**src/rtl/rgbw_fifo_drain.sv**
```systemverilog
// rgbw_fifo_drain: sole reader of the RGB FIFO. It pops one pixel at a time, extracts white
// (W = min(R,G,B), subtracted from each colour), and offers {R',G',B',W} to the LED serializer
// over a valid/ready handshake. Only one pixel is ever in flight.
//
// Ports:
//   r_clk, r_rst_n   clock; synchronous active-low reset
//   fifo_r_data      FIFO read data, pixel in bits [23:0] as {R,G,B}
//   fifo_r_empty     FIFO empty flag (looked at only in idle)
//   fifo_r_en        FIFO pop strobe, one cycle per pixel
//   o_data/o_valid   RGBW word and its valid flag
//   o_ready          downstream accept
//   bypass           (RGBW_BYPASS_EN only) pass {R,G,B,8'h00} without white extraction
//   px_count         pixels accepted downstream, wraps
//   busy             high whenever a pixel is being processed
//
// Build option: define RGBW_BYPASS_EN to add the 'bypass' input.

module rgbw_fifo_drain #(
  parameter int unsigned DATA_SIZE  = 32,
  parameter int unsigned RD_LATENCY = 1,
  parameter int unsigned CNT_W      = 16
) (
  input  logic                 r_clk,
  input  logic                 r_rst_n,
  input  logic [DATA_SIZE-1:0] fifo_r_data,
  input  logic                 fifo_r_empty,
  output logic                 fifo_r_en,
  output logic [31:0]          o_data,
  output logic                 o_valid,
  input  logic                 o_ready,
`ifdef RGBW_BYPASS_EN
  input  logic                 bypass,
`endif
  output logic [CNT_W-1:0]     px_count,
  output logic                 busy
);

  typedef enum logic [2:0] {StIdle, StPop, StWait, StCalc, StOut} state_e;

  state_e            state_q, state_d;
  logic              fifo_r_en_d;
  logic [23:0]       pix_q, pix_d;
  logic [31:0]       data_d;
  logic              valid_d;
  logic [CNT_W-1:0]  cnt_d;
  logic [7:0]        r, g, b, w, w_rg;

  // Bits above the pixel are don't-care.
  logic unused_hi;
  assign unused_hi = ^fifo_r_data[DATA_SIZE-1:24];

  assign r    = pix_q[23:16];
  assign g    = pix_q[15:8];
  assign b    = pix_q[7:0];
  assign w_rg = (r < g) ? r : g;
  assign w    = (w_rg < b) ? w_rg : b;

  always_comb begin
    state_d = state_q;
    pix_d   = pix_q;
    data_d  = o_data;
    valid_d = o_valid;
    cnt_d   = px_count;
    unique case (state_q)
      StIdle: begin
        if (!fifo_r_empty) state_d = StPop;
      end
      StPop: begin
        if (RD_LATENCY == 0) begin
          pix_d   = fifo_r_data[23:0];
          state_d = StCalc;
        end else begin
          state_d = StWait;
        end
      end
      StWait: begin
        pix_d   = fifo_r_data[23:0];
        state_d = StCalc;
      end
      StCalc: begin
        data_d  = {r - w, g - w, b - w, w};
`ifdef RGBW_BYPASS_EN
        if (bypass) data_d = {r, g, b, 8'h00};
`endif
        valid_d = 1'b1;
        state_d = StOut;
      end
      StOut: begin
        if (o_ready) begin
          valid_d = 1'b0;
          cnt_d   = px_count + CNT_W'(1);
          state_d = StIdle;
        end
      end
      default: state_d = StIdle;
    endcase
    // Registered strobe: high exactly while the FSM sits in StPop.
    fifo_r_en_d = (state_d == StPop);
  end

  always_ff @(posedge r_clk) begin
    if (!r_rst_n) begin
      state_q   <= StIdle;
      fifo_r_en <= 1'b0;
      pix_q     <= '0;
      o_data    <= '0;
      o_valid   <= 1'b0;
      px_count  <= '0;
    end else begin
      state_q   <= state_d;
      fifo_r_en <= fifo_r_en_d;
      pix_q     <= pix_d;
      o_data    <= data_d;
      o_valid   <= valid_d;
      px_count  <= cnt_d;
    end
  end

  assign busy = (state_q != StIdle);

endmodule

```
**config.mk**
```make
export PLATFORM = sky130hd
export DESIGN_NAME = rgbw_fifo_drain
export DESIGN_NICKNAME = d
export VERILOG_FILES = /design/src/rtl/rgbw_fifo_drain.sv
export SDC_FILE = /design/constraint.sdc
export NUM_CORES = 1
export LEC_CHECK = 0
export BUFFER_PORTS_ARGS = -buffer_cell sky130_fd_sc_hd__buf_2
export CAP_MARGIN = 20
export CORE_AREA = 2 2 94 105
export CTS_CLUSTER_DIAMETER = 100
export DETAILED_ROUTE_END_ITERATION = 7
export DIE_AREA = 0 0 96 107
export HOLD_SLACK_MARGIN = 0.12
export PLACE_DENSITY = 0.76
export REMOVE_ABC_BUFFERS = 1
export SLEW_MARGIN = 10
export SYNTH_ARGS = -nofsm -noshare
export SYNTH_HDL_FRONTEND = slang
export SYNTH_SLANG_ARGS = --single-unit
```
**constraint.sdc**
```tcl
create_clock -name r_clk -period 5.4 [get_ports r_clk]
set_input_delay 0.54 -clock r_clk [delete_from_list [all_inputs] [get_ports r_clk]]
set_output_delay 0.54 -clock r_clk [all_outputs]
set_load 0.005 [all_outputs]
```
==> impl_metrics.toml <==
[status]
status = "complete, no violations"

[sta]
slew_viol_final = 0
tightest_slew_ns = 0.950
max_slew_margin_pct = 36.5
fin_crit_sh_pct = 94.7
max_freq_mhz = 195
min_period_ns = 5.12
finalHoldViolations = 0
setup_violations = 0
skew_ns = 0.00737

[place]
dp_hpwl_um = 8390
port_buffers = 78
place.gp.congestion = 0.892

[clocking]
clock_tree.buffer_depth = 2
path_clk_slew_ns = 0.09
cts_buffers = 9
cts_tree = "built"
hold_buffers = 0
cts.sinks = 77
cts-htree-levels = 3
root_buffer = "clkbuf_8"
clkLatencyLatePin_ns = 0.37

[finish]
drive_gt1_share_pct = 24.3
antenna_cells = 0
final_util_pct = 59.6
nets = 735
syn_to_final_growth_pct = 19.2

[setup_path]
slowest_delay_ns = 0.45
startpoint_type = "register"
critPathKind = "reg2reg"
critPathLaunch = "pix_q[11]"
end_kind = "register"
cp_max_fo = 7
r2r_start = "pix_q[11]"
reg2reg_slack_ns = 0.28
crit_slowest_cell = "a2111o_1"
worstPathRequired_ns = 5.70
crit_arrival_ns = 5.41
critical_path.cell_chain = "inv_1 -> ha_1 -> a2111o_1 -> a21oi_4 -> mux2i_2 -> inv_1 -> ha_1 -> o21ai_0 -> a21oi_2 -> o221ai_2 -> o31ai_4 -> nand2_1 -> o21ai_2 -> ha_1 -> inv_1 -> o21ai_2 -> a311oi_2 -> o41ai_4 -> nor2_1 -> o221a_1 -> a211oi_2"

[floorplan]
core_um2 = 9210
fp.dieH_um = 107
num_rows = 37
dieArea_um2 = 10300
ios = 87
start_util_pct = 50.0
fp.dieW_um = 96

[synthesis]
synthCells = 589
avgSynthCellArea_um2 = 7.82
synthTopCellsByArea = "dfxtp_1 33%, nand2_1 8.2%, a21oi_1 7.3%"
yosys_warnings = 0
ys_types = 69
synth-seq-cells = 77
synth_top_flop_cell = "dfxtp_1"
ys_seq_area_share_pct = 33.5
synth_top_cell_by_area = "dfxtp_1"
synth_area_um2 = 4600
synth_top_cell_area_share_pct = 33.5
synth_edf_count = 0
async_flop_share_pct = 0

[grt]
grt_max_degree = 71
grt_pass1_wl_um = 19100
antenna_found_initial = 0
track_usage_pct = 23.4
grt_overflow_total = 0
grt_pass1_vias = 4266

[min_path]
hold_class = "in2reg"
min-delay-start = "fifo_r_empty"

[route]
drt_first_pass_iters = 5
post_drt_wl_per_cell_um = 14.5
num_vias = 4418
drtAntennaViolNets = 0
routed_wl_um = 11600
post-route-drc-count = 0
drtIter0Drc = 184
avgViaCountPerCell = 5.54

[power_and_ir_drop]
power_density_nw_per_um2 = 358
p_leak_nw = 2.23
finalPower_mw = 1.96
ir_drop_v = 0.000219

[job]
drv_cap = 0
-- sequential cells by signal, indices dropped and copies added (netlist names) --
| register | flops |
|---|---|
| fifo_r_en | 1 |
| o_data | 32 |
| o_valid | 1 |
| pix_q | 24 |
| px_count | 16 |
| state_q | 3 |
-- what timing repair did --
| item | CTS | global route |
|---|---|---|
| buffers inserted | 0 | 1 |
| pin swaps | 0 | 5 |
| resized for setup | 2 | 18 |
| setup endpoints to repair | 2 | 12 |
-- path summary, 6_finish.rpt --
check               end  cells after the start
min           fifo_r_en                      2
max          o_data[15]                     21
min reg2reg  o_data[19]                      2
max reg2reg  o_data[15]                     21
-- synthesized netlist by cell type, types with 3 or more instances --
library cell	count
inv_1	29
nand3_1	19
nor2_1	63
o21ai_0	19
a21oi_1	67
or2_2	3
clkbuf_1	22
dfxtp_1	77
nor4_1	3
o21ai_1	4
a211oi_1	7
and3_1	7
xor2_1	16
and2_1	5
a31oi_1	4
nor3_1	8
mux2i_1	7
a31o_2	4
o21a_1	3
nand2_1	100
xnor2_1	17
nand4_1	9
o211ai_1	9
mux2i_2	3
ha_1	24
-- power by group --
| part | switching (mW) | internal [mW] | leakage [nW] |
|---|---|---|---|
| Clock | 0.254 | 0.179 | 0.0947 |
| Sequential | 0.0241 | 0.591 | 0.623 |
| Combinational | 0.542 | 0.372 | 1.52 |
-- critical path, delay by kind of cell (launching register included) --
family / cells / cell delay, ns
AOI/OAI and AO/OA: 12 / 2.97
adders and majority gates: 3 / 0.74
DFF: 1 / 0.44
buffers and inverters: 3 / 0.36
muxes: 1 / 0.28
and+or+nand+nor: 2 / 0.25
-- layer usage --
metal	global-route usage, %	vias up	share of wire, %	routed length [um]
li1	-	2246	-	-
met1	28.8	2048	44	5110
met2	39.6	100	49	5620
met3	4.85	24	5.3	612
met4	8.57	0	2.0	237
met5	0	-	0	0
-- cell families (layout without fill, tap and decap cells) --
| family | after synthesis | after routing | synth area share [%] |
|---|---|---|---|
| buffers and inverters | 57 | 148 | 5.11 |
| multiplexers | 12 | 12 | 3.15 |
| AO/OA/AOI/OAI | 152 | 152 | 22.4 |
| AND/OR/NAND/NOR | 232 | 232 | 22.6 |
| adder cells (fa/ha/maj) | 26 | 26 | 7.01 |
| XOR/XNOR | 33 | 33 | 6.28 |
| flip-flops | 77 | 77 | 33.5 |
-- cell type report --
class	instances	area, um2
Timing Repair Buffer	101	576
Tap cell	117	146
Clock inverter	7	65.1
Multi-Input combinational cell	455	2920
Inverter	31	116
Sequential cell	77	1540
Fill cell	876	3720
Clock buffer	9	124
-- stage by stage --
step	area (um2)	instances	setup TNS (ns)	hold WS [ns]	setup slack, ns
floorplan	4490	563	-1.18	0.448	-0.306
global placement	5190	779	0	0.436	0.132
detailed placement	5190	779	-0.0204	0.446	-0.0204
CTS	5380	795	0	0.328	0.0652
global route	5490	797	-0.162	0.344	-0.0549
finish	5490	797	0	0.341	0.284
-- placed cells by master (no fill, tap or decap), types with 5 or more instances in the layout --
cell | netlist | final
inv_1 | 29 | 29
nand3_1 | 19 | 19
dfxtp_1 | 77 | 77
nand2_1 | 100 | 100
a21oi_2 | 2 | 5
nand4_1 | 9 | 9
xor2_1 | 16 | 16
ha_1 | 24 | 24
buf_2 | 2 | 78
and3_1 | 7 | 7
a21oi_1 | 67 | 63
clkbuf_8 | 0 | 9
buf_4 | 0 | 22
a211oi_1 | 7 | 7
o21ai_0 | 19 | 15
nor2_1 | 63 | 62
nor3_1 | 8 | 6
xnor2_1 | 17 | 17
o211ai_1 | 9 | 9
and2_1 | 5 | 5
mux2i_1 | 7 | 6
Note: power is estimated with default switching activity, not from simulation.
